==> src/rtl/dmem_boot_arbiter.sv <==
// Data-memory port arbiter between the RISC-V core and a boot/debug host.
// The host loads the image while the core is held in reset, then gets bounded-latency slots in RUN.
module dmem_boot_arbiter #(
    parameter int DATA_W   = 32,
    parameter int ADDR_W   = 32,
    parameter int MAX_WAIT = 4,
    parameter int CNT_W    = 16
) (
    input  logic              clk,
    input  logic              reset,
    input  logic              cpu_mem_en,
    input  logic              cpu_we,
    input  logic [ADDR_W-1:0] cpu_addr,
    input  logic [DATA_W-1:0] cpu_wdata,
    output logic [DATA_W-1:0] cpu_rdata,
    output logic              cpu_hold,
    output logic              cpu_rst_n,
    input  logic              host_req,
    input  logic              host_we,
    input  logic [ADDR_W-1:0] host_addr,
    input  logic [DATA_W-1:0] host_wdata,
    output logic              host_gnt,
    output logic [DATA_W-1:0] host_rdata,
    output logic              host_rvalid,
    input  logic              boot_done,
    input  logic              reload,
    output logic              mem_we,
    output logic [ADDR_W-1:0] mem_addr,
    output logic [DATA_W-1:0] mem_wdata,
    input  logic [DATA_W-1:0] mem_rdata,
    output logic [1:0]        state_o,
    output logic [CNT_W-1:0]  load_count
);
    localparam int WAIT_W = $clog2(MAX_WAIT + 1);
    localparam logic [WAIT_W-1:0] WAIT_LIMIT = WAIT_W'(MAX_WAIT);

    typedef enum logic [1:0] {
        LOAD    = 2'd0,
        RELEASE = 2'd1,
        RUN     = 2'd2
    } state_t;

    state_t            state, state_next;
    logic [WAIT_W-1:0] wait_cnt, wait_next;
    logic [CNT_W-1:0]  count_next;
    logic              host_read;

    // Grants are masked while reset is low so an in-flight access is aborted.
    always_comb begin
        state_next = state;
        host_gnt   = 1'b0;
        case (state)
            LOAD: begin
                host_gnt = host_req;
                if (boot_done) state_next = RELEASE;
            end
            RELEASE: state_next = RUN;
            RUN: begin
                host_gnt = host_req && (!cpu_mem_en || (wait_cnt == WAIT_LIMIT));
                if (reload) state_next = LOAD;
            end
            default: state_next = LOAD;
        endcase
        if (!reset) host_gnt = 1'b0;
    end

    assign cpu_hold  = (state == RUN) && host_gnt && cpu_mem_en;
    assign cpu_rdata = mem_rdata;
    assign host_read = host_gnt && !host_we;
    assign state_o   = state;

    always_comb begin
        mem_we    = 1'b0;
        mem_addr  = host_addr;
        mem_wdata = host_wdata;
        if (host_gnt) begin
            mem_we = host_we;
        end else if (state == RUN) begin
            mem_we    = cpu_we && cpu_mem_en && !cpu_hold;
            mem_addr  = cpu_addr;
            mem_wdata = cpu_wdata;
        end
    end

    // Refusal counter only runs while a RUN request is waiting; leaving RUN clears it.
    always_comb begin
        wait_next = '0;
        if ((state == RUN) && (state_next == RUN) && host_req && !host_gnt) begin
            wait_next = (wait_cnt == WAIT_LIMIT) ? wait_cnt : wait_cnt + 1'b1;
        end
    end

    always_comb begin
        count_next = load_count;
        if ((state == RUN) && (state_next == LOAD)) begin
            count_next = '0;
        end else if ((state == LOAD) && host_gnt && host_we && (load_count != '1)) begin
            count_next = load_count + 1'b1;
        end
    end

    always_ff @(posedge clk or negedge reset) begin
        if (!reset) begin
            state       <= LOAD;
            wait_cnt    <= '0;
            load_count  <= '0;
            cpu_rst_n   <= 1'b0;
            host_rdata  <= '0;
            host_rvalid <= 1'b0;
        end else begin
            state       <= state_next;
            wait_cnt    <= wait_next;
            load_count  <= count_next;
            cpu_rst_n   <= (state_next == RUN);
            host_rvalid <= host_read;
            if (host_read) host_rdata <= mem_rdata;
        end
    end
endmodule

==> config.mk <==
export PLATFORM = sky130hd
export DESIGN_NAME = dmem_boot_arbiter
export DESIGN_NICKNAME = d
export VERILOG_FILES = /design/src/rtl/dmem_boot_arbiter.sv
export SDC_FILE = /design/constraint.sdc
export NUM_CORES = 1
export LEC_CHECK = 0
export ABC_AREA = 1
export BUFFER_PORTS_ARGS = -buffer_cell sky130_fd_sc_hd__buf_2
export CORE_AREA = 2 2 124 126
export DETAILED_ROUTE_END_ITERATION = 7
export DIE_AREA = 0 0 126 128
export PLACE_DENSITY_LB_ADDON = 0.2
export SLEW_MARGIN = 15
export SYNTH_ARGS = -nofsm -noshare
export SYNTH_HDL_FRONTEND = slang
export SYNTH_SLANG_ARGS = --single-unit
export TNS_END_PERCENT = 20
==> constraint.sdc <==
create_clock -name clk -period 4.5 [get_ports clk]
set_input_delay 0.9 -clock clk [delete_from_list [all_inputs] [get_ports clk]]
set_output_delay 0.9 -clock clk [all_outputs]
set_load 0.02 [all_outputs]
# == Yosys cells after proc, flatten, opt, wreduce, memory -nomap -nowiden ==
# Cells that the tools add are included.
# word_totals
ff_bits,55
inputBits,168
word_cells,50
# classes
add_sub_neg,2
n_eq_ne,6
muxes,15
n_reduce_logical,21
# ops
cell,count
32-bit 2-to-1 mux,4
16-bit 2-to-1 mux,2
16-bit by 1-bit adder with 16-bit output (second input constant),1
16-bit != test (second input constant),1
1-bit logical AND,13
3-bit 2-to-1 mux,2
2-bit one-hot mux with 3 select lines,1
2-bit == test (second input constant),2
1-bit zero test,4
2-bit zero test,2
2-bit 2-to-1 mux,2
3-bit by 1-bit adder with 3-bit output (second input constant),1
3-bit == test (second input constant),1
1-bit 2-to-1 mux,3
2-bit by 1-bit == test with 1-bit output (second input constant),1
2-bit != test (second input constant),1
1-bit one-hot mux with 2 select lines,1
2-bit nonzero test,1
1-bit logical OR,1

# == Longest topological paths before layout ==
# Gate-level depths: netlist (run 1).
# depth
depth_word,11
ltp_mapped,11
ltp_nobuf,10

# == Worst setup path before layout (run 1) ==
# No wires, ideal clock.
# synth_timing
kind,input -> output
from,in cpu_mem_en
to,out mem_we
arrival_time_ps,1735
required_time_ps,3600
setup_slack_ps,1865
path_stages,7
cell_sequence,nand3_1 > nand2_2 > inv_2 > nand2_2 > buf_2 > nand2_1 > inv_1
# synth_via
elab_chain_len,11
elab_cells_between_ends,12
classes_between,mux (4); reduce/logical (8)
# synth_rtl
item,line,text
"start, declared",11,"input logic cpu_mem_en,"
1-bit zero test *,59,host_gnt = host_req && (!cpu_mem_en || (wait_cnt == WAIT_LIMIT));
1-bit logical OR *,59,
1-bit logical AND *,59,
1-bit one-hot mux with 2 select lines *,52,case (state)
1-bit 2-to-1 mux *,64,if (!reset) host_gnt = 1'b0;
via host_gnt,22,"output logic host_gnt,"
1-bit logical AND (2 in series),67,assign cpu_hold = (state == RUN) && host_gnt && cpu_mem_en;
1-bit zero test,79,mem_we = cpu_we && cpu_mem_en && !cpu_hold;
1-bit logical AND,79,
1-bit 2-to-1 mux,78,end else if (state == RUN) begin
1-bit 2-to-1 mux *,76,if (host_gnt) begin
"end, declared",27,"output logic mem_we,"
# Mark *: on every way through the listed nets, which the timed path passes. The rest lies on a longest branch.

# == Final worst setup path (run 1) ==
# layout_timing
from,reg wait_cnt[0]
to,out mem_wdata[0]
# layout_via
elab_chain_len,6
# layout_rtl
item,line,text
"start, declared",44,"logic [WAIT_W-1:0] wait_cnt, wait_next;"
"start signal, assigned",112,wait_cnt <= wait_next;
3-bit == test,59,
1-bit logical OR,59,
1-bit logical AND,59,
1-bit one-hot mux with 2 select lines,52,
1-bit 2-to-1 mux,64,
32-bit 2-to-1 mux,76,
"end, declared",29,"output logic [DATA_W-1:0] mem_wdata,"
# No other way between the ends.

==> results, run 1 <==
- The run finished with clean final reports.
- The vias after detailed routing is 4547.
- Sorting the synthesized cells by area gives the leading types as sky130_fd_sc_hd__dfrtp_1, sky130_fd_sc_hd__nand2_1, sky130_fd_sc_hd__nand3_1.
- The clock latency on the worst-skew pair is 0.29 ns.
- The number of top-level pins is 319.
- The completed layout was analyzed and its total power is 0.00284 W.
- The worst register-to-register path has a setup slack of 2.10 ns.
- The synthesized cell area is 3780 um^2.
- After layout, the minimum clock period comes to 3.49 ns.
- From left edge to right edge, the die measures 126 um.
- The launch point of the worst reg-to-reg path is wait_cnt[0].
- The first detailed-routing pass ran for 5 iterations.
- After detailed routing, the number of vias per cell comes to 4.41.
- The tree is rooted in a sky130_fd_sc_hd__clkbuf_16.
- For this run, design rule violations remaining after detail routing come to 0.
- The kind of cell with the highest combined delay along the critical path is simple AND/OR/NAND/NOR gates.
- In this run, synthesis produced a sequential element count of 55.
- The die height is 128 um.
- The area added between synthesis and finish is 42.9%.
- The critical path contains buffers and inverters numbering 3 combined.
- The number of different library cells in the post-synthesis netlist is 27.
- Walking the worst path, the cells encountered are inv_1, ha_1, nand2_1, nand3_1, nand2_2, buf_4, nand3_1, nand2_1, buf_2.
- The number of antenna-violating nets in the routed design is 0.
- The H-tree level count is 2.
- The transition at the pin with the smallest max-transition slack is 0.709 ns.
- In this run the power density over the cells is 525 nW/um^2.
- The post-cts hold buffer count is 0.
- The tightest min-delay check is of the reg2reg type.
- The most critical setup path has its startpoint at wait_cnt[0].
- The number of antenna violations at the first check in global routing is 0.
- The leakage dissipation is 3.29 nW.
- The total overflow left after global routing is 0.
- The kind of start point of the critical path is a register.
- The logic gate share of total power is 0.598.
- In the final timing run, aggregate negative setup slack is 0 ns.
- The data arrival time of the critical path is 2.59 ns.
- The internal portion of total power is 0.00138 W.
- In this run the tightest slew margin relative to its limit is 0.527.
- The initial cell density of the core is 0.254.
- The number of global-route vias before repair is 4094.
- Along the worst path, the maximum fanout reaches 49.
- The synthesized area per cell is 6.58 um^2.
- The number of pins with negative max-slew slack in the final report was 0.
- The final wirelength is 15500 um.
- The switching power share of the total is 0.514.
- The share of total power dissipated in the clock network is 0.136.
- Counting the buffers created by CTS gives 5.
- The ratio of cells with drive above 1 in the final layout is 0.416.
- The critical path is of the reg2out type.
- The share of the clock period used by the worst path is 0.775.
- The number of nets in the synthesized netlist is 745.
- The total of buffers placed on input and output ports is 318.
- The number of standard cells after synthesis is 574.
- The source of the worst hold timing path is host_rdata[20].
- The number of placement rows is 45.
- VDD sags by at most 249 uV.
- The congestion estimate from routability-driven global placement came to 0.826.
- The proportion of netlist area held by the largest area contributor is 0.364.
- The post-CTS clock slew at the launch and capture registers of the worst setup and hold paths is 0.07 ns.
- The pin count of the biggest net entering global routing is 70.
- For this design, the slowest cell found on the critical path is sky130_fd_sc_hd__buf_4.
- At the end of the flow the core is filled with cells to 0.363.
- The number of sinks on the clock net is 55.
- The relative contribution of sequential cells to total power is 0.266.
- The buffer count from post-CTS setup fixing is 0.
- Setup repair after global routing left no endpoint under its margin.
- The worst setup path is captured at an output port.
- The total setup violations reported at the end of the flow is 0.
- The share of the yosys chip area belonging to registers is 0.364.
- The number of DRC violations after detailed-routing iteration 0 is 282.
- For this run, the slowest stage of the critical path takes 0.49 ns.
- The number of inserted diodes is 0.
- The tool flagged a number of max-cap violations equal to 0.
- TritonCTS built the clock tree.
- The first-pass GRT wire length is 22600 um.
- The final layout contains 1014 nets.
- The smallest hold slack is 0.475 ns.
- The average wire per cell in the routed design is 15.0 um.
- Across the routed clock network, the largest skew measured is 0.0104 ns.
- The number of hold-slack violations in the final timing report is 0.
- Based on the critical path, the design can be clocked at up to 0.287 GHz.
- The detailed placement HPWL is 12300 um.
- The maximum root-to-sink buffer count is 2.
- The number of warnings printed during yosys synthesis is 0.
- The global router's overall resource usage is 0.177.
- The switching power is 0.00146 W.
- The area of the core is 14900 um^2.
- The die covers 16100 um^2.
- The worst path required time is 3.60 ns.
- The number of resized instances in the post-cts repair step is 0.
- The cell taking the most area after synthesis is sky130_fd_sc_hd__dfrtp_1.
[final cells by class]
class                           instances  area [um^2]
Fill cell                            1660         9470
Sequential cell                        55         1380
Clock inverter                          3         18.8
Multi-Input combinational cell        440         1940
Inverter                               18         67.6
Clock buffer                            5          125
Timing Repair Buffer                  323         1630
Tap cell                              188          235
[registers in the layout, summed over array words and instances (netlist names)]
register     count
cpu_rst_n        1
load_count      16
wait_cnt         3
host_rvalid      1
host_rdata      32
state_o          2
[power groups by stage]
stage | Combinational [W] | Clock [W] | Sequential (W)
after floorplan | 0.000908 | 0 | 0.000948
after global placement | 0.00171 | 0 | 0.000761
after detailed placement | 0.00171 | 0 | 0.000755
after CTS | 0.00171 | 0.000401 | 0.000756
after global routing | 0.00184 | 0.000424 | 0.000778
final | 0.00170 | 0.000385 | 0.000755
[cells in the final DEF, fill, tap and decap left out]
cell                        netlist  final
sky130_fd_sc_hd__clkbuf_16        0      5
sky130_fd_sc_hd__o21ai_0          5      5
sky130_fd_sc_hd__inv_2            5      5
sky130_fd_sc_hd__o21bai_1         3      3
sky130_fd_sc_hd__inv_6            0      1
sky130_fd_sc_hd__ha_1             3      3
sky130_fd_sc_hd__buf_2           17    318
sky130_fd_sc_hd__clkinv_2         0      2
sky130_fd_sc_hd__a21oi_1          3      3
sky130_fd_sc_hd__o21ai_2          1      1
sky130_fd_sc_hd__dfrtp_1         55     55
sky130_fd_sc_hd__nor2_4           3      4
sky130_fd_sc_hd__nor2_1          23     23
sky130_fd_sc_hd__nand4_1         13     13
sky130_fd_sc_hd__nor3b_1          1      1
sky130_fd_sc_hd__nor3_1           1      1
sky130_fd_sc_hd__nand2_2          5      5
sky130_fd_sc_hd__buf_4           36      5
sky130_fd_sc_hd__nor2_8           1      1
sky130_fd_sc_hd__nor2_2           3      2
sky130_fd_sc_hd__nand3_1         72     72
sky130_fd_sc_hd__nand3_2          1      1
sky130_fd_sc_hd__or2_2            1      1
sky130_fd_sc_hd__xnor2_1          2      2
sky130_fd_sc_hd__inv_1           13     13
sky130_fd_sc_hd__nand2_1        293    293
sky130_fd_sc_hd__xor2_1           6      6
[synth_stat cells, drive strengths merged]
cell / instances
ha: 3
o21bai: 3
inv: 18
nor3b: 1
buf: 55
o21ai: 6
or2: 1
clkbuf: 6
xnor2: 2
nor2: 30
nor3: 1
nand4: 13
nand2: 298
xor2: 6
nand3: 73
a21oi: 3
dfrtp: 55
[cells by family after synthesis]
logic type                 synth area share
AOI/OAI and AO/OA                    0.0189
xor gates and xnor gates             0.0186
adders and majority gates           0.00994
buffers and inverters                 0.122
DFF                                   0.364
and+or+nand+nor                       0.466
[metal layers]
layer	part of all wire	global-route usage
met2	0.47	0.289
met4	0.0075	0.0343
met3	0.080	0.0359
met5	0	0
met1	0.44	0.244
[tightest hold or removal path, delay by kind of cell, from the launching register on]
family / cells / cell delay, ns
simple gates: 2 / 0.11
flops: 1 / 0.34
[worst paths after layout]
path                                        to  depth (start not counted)
worst min-delay path            host_rdata[20]                          2
max in group asynchronous       host_rdata[24]                          2
worst min register to register  host_rdata[20]                          2
min in group asynchronous        host_rdata[7]                          2
worst max register to register  host_rdata[22]                         11
worst max-delay path              mem_wdata[0]                          9
[per-stage QoR]
step,setup WS [ns],cell area (um^2),cells
2_1_floorplan,1.87,3780,574
3_3_place_gp,1.03,5250,1024
3_5_place_dp,1.05,5250,1024
4_1_cts,1.01,5400,1032
5_1_grt,0.804,5400,1032
6_report,1.01,5400,1032
Note: power is estimated with default switching activity, not from simulation.
==> run 2: changes to the inputs <==
--- a/config.mk
+++ b/config.mk
@@ -7,9 +7,9 @@
 export LEC_CHECK = 0
 export ABC_AREA = 1
 export BUFFER_PORTS_ARGS = -buffer_cell sky130_fd_sc_hd__buf_2
-export CORE_AREA = 2 2 124 126
+export CORE_AREA = 2 2 125 127
 export DETAILED_ROUTE_END_ITERATION = 7
-export DIE_AREA = 0 0 126 128
+export DIE_AREA = 0 0 127 129
 export PLACE_DENSITY_LB_ADDON = 0.2
 export SLEW_MARGIN = 15
 export SYNTH_ARGS = -nofsm -noshare
==> constraint.sdc (replaced) <==
create_clock -name clk -period 3.3 [get_ports clk]
set_input_delay 0.66 -clock clk [delete_from_list [all_inputs] [get_ports clk]]
set_output_delay 0.66 -clock clk [all_outputs]
set_load 0.02 [all_outputs]
==> results, run 2 (synthesized netlist as in run 1, its figures left out) <==
- The final sum of negative setup slack is 0 ns.
- Traced cell by cell, the critical path runs through inv_1, ha_1, nand2_1, nand3_1, nand2_2, nand2_2, buf_12, nand2_1, nand2_1, buf_2.
- The relative slew slack is 0.524.
- The repair_antennas step left the layout with diodes totalling 0.
- The global router's overall resource usage is 0.177.
- The total of buffers placed on input and output ports is 318.
- The power density relative to cell area is 728 nW/um^2.
- The final weighted congestion in routability-driven placement is 0.853.
- The detailed placement HPWL is 12500 um.
- The library cells used most frequently in the layout, excluding fill and tap cells, are sky130_fd_sc_hd__buf_2, sky130_fd_sc_hd__nand2_1, sky130_fd_sc_hd__nand3_1.
- For this design the static power due to leakage is 3.31 nW.
- For this design the top-level I/O count stands at 319.
- The dominant cell type by count on the critical path is sky130_fd_sc_hd__nand2_1.
- The worst setup path is captured at an output port.
- Setup repair after global routing left no endpoint under its margin.
- Grouping stages by cell kind, the critical path spends the most delay in simple AND/OR/NAND/NOR gates.
- For the worst setup path, the data arrival time is 2.33 ns.
- The library cell used most frequently in the layout, excluding fill and tap cells, is sky130_fd_sc_hd__buf_2.
- The buffer count from post-CTS setup fixing is 0.
- In the global route stage, met1 resource usage came out at 0.245.
- Setup violations remaining at the end of the flow were counted as 0.
- CTS saw 55 sinks.
- After detailed routing, the average wire length per cell comes to 15.1 um.
- The setup slack of the most critical reg-to-reg path is 0.71 ns.
- Once layout is done, the placed cells without fillers occupy 5430 um^2.
- The total cell area at the placement stage is 5280 um^2.
- The initial cell density of the core is 0.252.
- After global routing, the most crowded layer is met2.
- The floorplan step defined a core boundary enclosing 15000 um^2.
- The maximum clock frequency is 0.334 GHz.
- The register with the most flip-flops in the layout has 32 of them.
- For this run, design rule violations remaining after detail routing come to 0.
- The setup skew after layout is 0.00400 ns.
- Of all nets on the critical path, the largest fanout is 27.
- The number of pins with negative max-slew slack in the final report is 0.
- Compared with the post-synthesis result, the final layout area differs by 43.7%.
- Measured along the x axis, the die boundary spans 127 um.
- For this run, the detailed router's first-pass iteration total came to 5.
- The first-pass GRT wire length is 22400 um.
- Of the available clock period, the critical path in the final layout requires 0.907.
- The number of DRC violations after detailed-routing iteration 0 is 271.
- The die height is 129 um.
- The number of global-route vias before repair came to 4005.
- The final net count is 1016.
- In this run the worst hold path is classified as reg2reg.
- The smallest clock period supported by the final layout is computed as 2.99 ns.
- The routing usage on met3 is 0.0432.
- STA classifies the critical path startpoint as a register.
- Data on the critical path is required at its endpoint by 2.64 ns.
- The average vias per placed instance is 4.41.
- The ratio of cells with drive above 1 in the final layout is 0.417.
- The register bank with the most flops is host_rdata.
- For this run, global-route usage on met2 was measured as 0.280.
- The buffer and inverter count on the worst path is 3.
- The TritonCTS clock tree is built.
- The number of hold-slack violations in the final timing report was 0.
- The number of placement rows is 45.
- The number of antenna-violating nets in the routed design is 0.
- The H-tree level count is 2.
- On the worst path, the slowest cell contributes a delay of 0.41 ns.
- Counting the buffers created by CTS gives 5.
- The number of antenna violations at the first check in global routing is 1.
- Summed over all layers, the routed wires come to 15700 um.
- Clock-pin slew was measured on the worst setup and hold paths at 0.07 ns.
- Summed over all layers, the global routing overflow is 0.
- The floorplan die area is 16400 um^2.
- The run finished with clean final reports.
- The vias after detailed routing is 4555.
- IR analysis of the VDD net gives a maximum drop of 306 uV.
- The transition at the pin with the smallest max-transition slack is 0.714 ns.
- At the later pin of the worst-skew pair, clock insertion delay measures 0.30 ns.
- The largest registers in the layout are host_rdata x32, load_count x16, wait_cnt x3.
- Counting along the longest clock path gives a buffer depth of 2.
- The library cell contributing the largest single delay on the critical path is sky130_fd_sc_hd__nand2_2.
- By startpoint and endpoint, the worst setup path is classified as reg2out.
- Entering global routing, the biggest net connects 70 pins.
- The clock root buffer is sky130_fd_sc_hd__clkbuf_16.
- The number of maximum-capacitance violations is 0.
==> run 2: cell count changes in the layout (fill, tap and decap cells not counted), sizes merged <==
| cell | previous run | this run |
|---|---|---|
| buf | 323 | 325 |
==> run 2: where the power goes <==
group | internal [W] | switching, W
Combinational | 0.000736 | 0.00163
Sequential | 0.000886 | 0.000154
Clock | 0.000282 | 0.000256
==> run 2: worst min-delay path, cell delays in order (launching register included) <==
cell                      delay (ns)
sky130_fd_sc_hd__dfrtp_1        0.34
sky130_fd_sc_hd__nand2_1        0.05
sky130_fd_sc_hd__nand2_1        0.05
==> run 2: path summary, 6_finish.rpt <==
check,startpoint,endpoint,cells after the start
max in group asynchronous,reset,host_rdata[19],2
min,host_rdata[17],host_rdata[17],2
max reg2reg,wait_cnt[0],host_rdata[16],12
min in group asynchronous,reset,load_count[13],2
max,wait_cnt[0],mem_addr[3],10
min reg2reg,host_rdata[17],host_rdata[17],2
==> run 2: stage by stage <==
step | cells | setup slack (ns) | total power [W] | utilization | hold slack [ns]
2_1_floorplan | 574 | 1.09 | 0.00253 | - | 0.364
3_3_place_gp | 1026 | 0.399 | 0.00345 | 0.353 | 0.459
3_5_place_dp | 1026 | 0.425 | 0.00343 | 0.353 | 0.461
4_1_cts | 1034 | 0.0944 | 0.00400 | 0.362 | 0.480
5_1_grt | 1034 | 0.108 | 0.00422 | 0.362 | 0.497
6_report | 1034 | 0.308 | 0.00395 | 0.362 | 0.480
==> run 2: layout make-up <==
| cell class | count | area (um^2) |
|---|---|---|
| multi-input combinational | 440 | 1940 |
| sequential | 55 | 1380 |
| inverter | 18 | 67.6 |
| tap | 188 | 235 |
| clock buffer | 5 | 125 |
| timing repair buffer | 325 | 1660 |
| clock inverter | 3 | 18.8 |
| fill | 1669 | 9550 |
==> run 2: repair_timing <==
action / 4_1_cts / 5_1_grt
gates resized for setup: 0 / 1
endpoints found under the setup margin: 0 / 2
hold buffers: 0 / 0
==> run 2: metal layers <==
layer,share of wire,vias up,routed length (um)
met5,0.00083,-,13
met4,0.013,2,197
met3,0.080,11,1250
met2,0.46,212,7150
met1,0.45,2020,7050
li1,-,2310,-
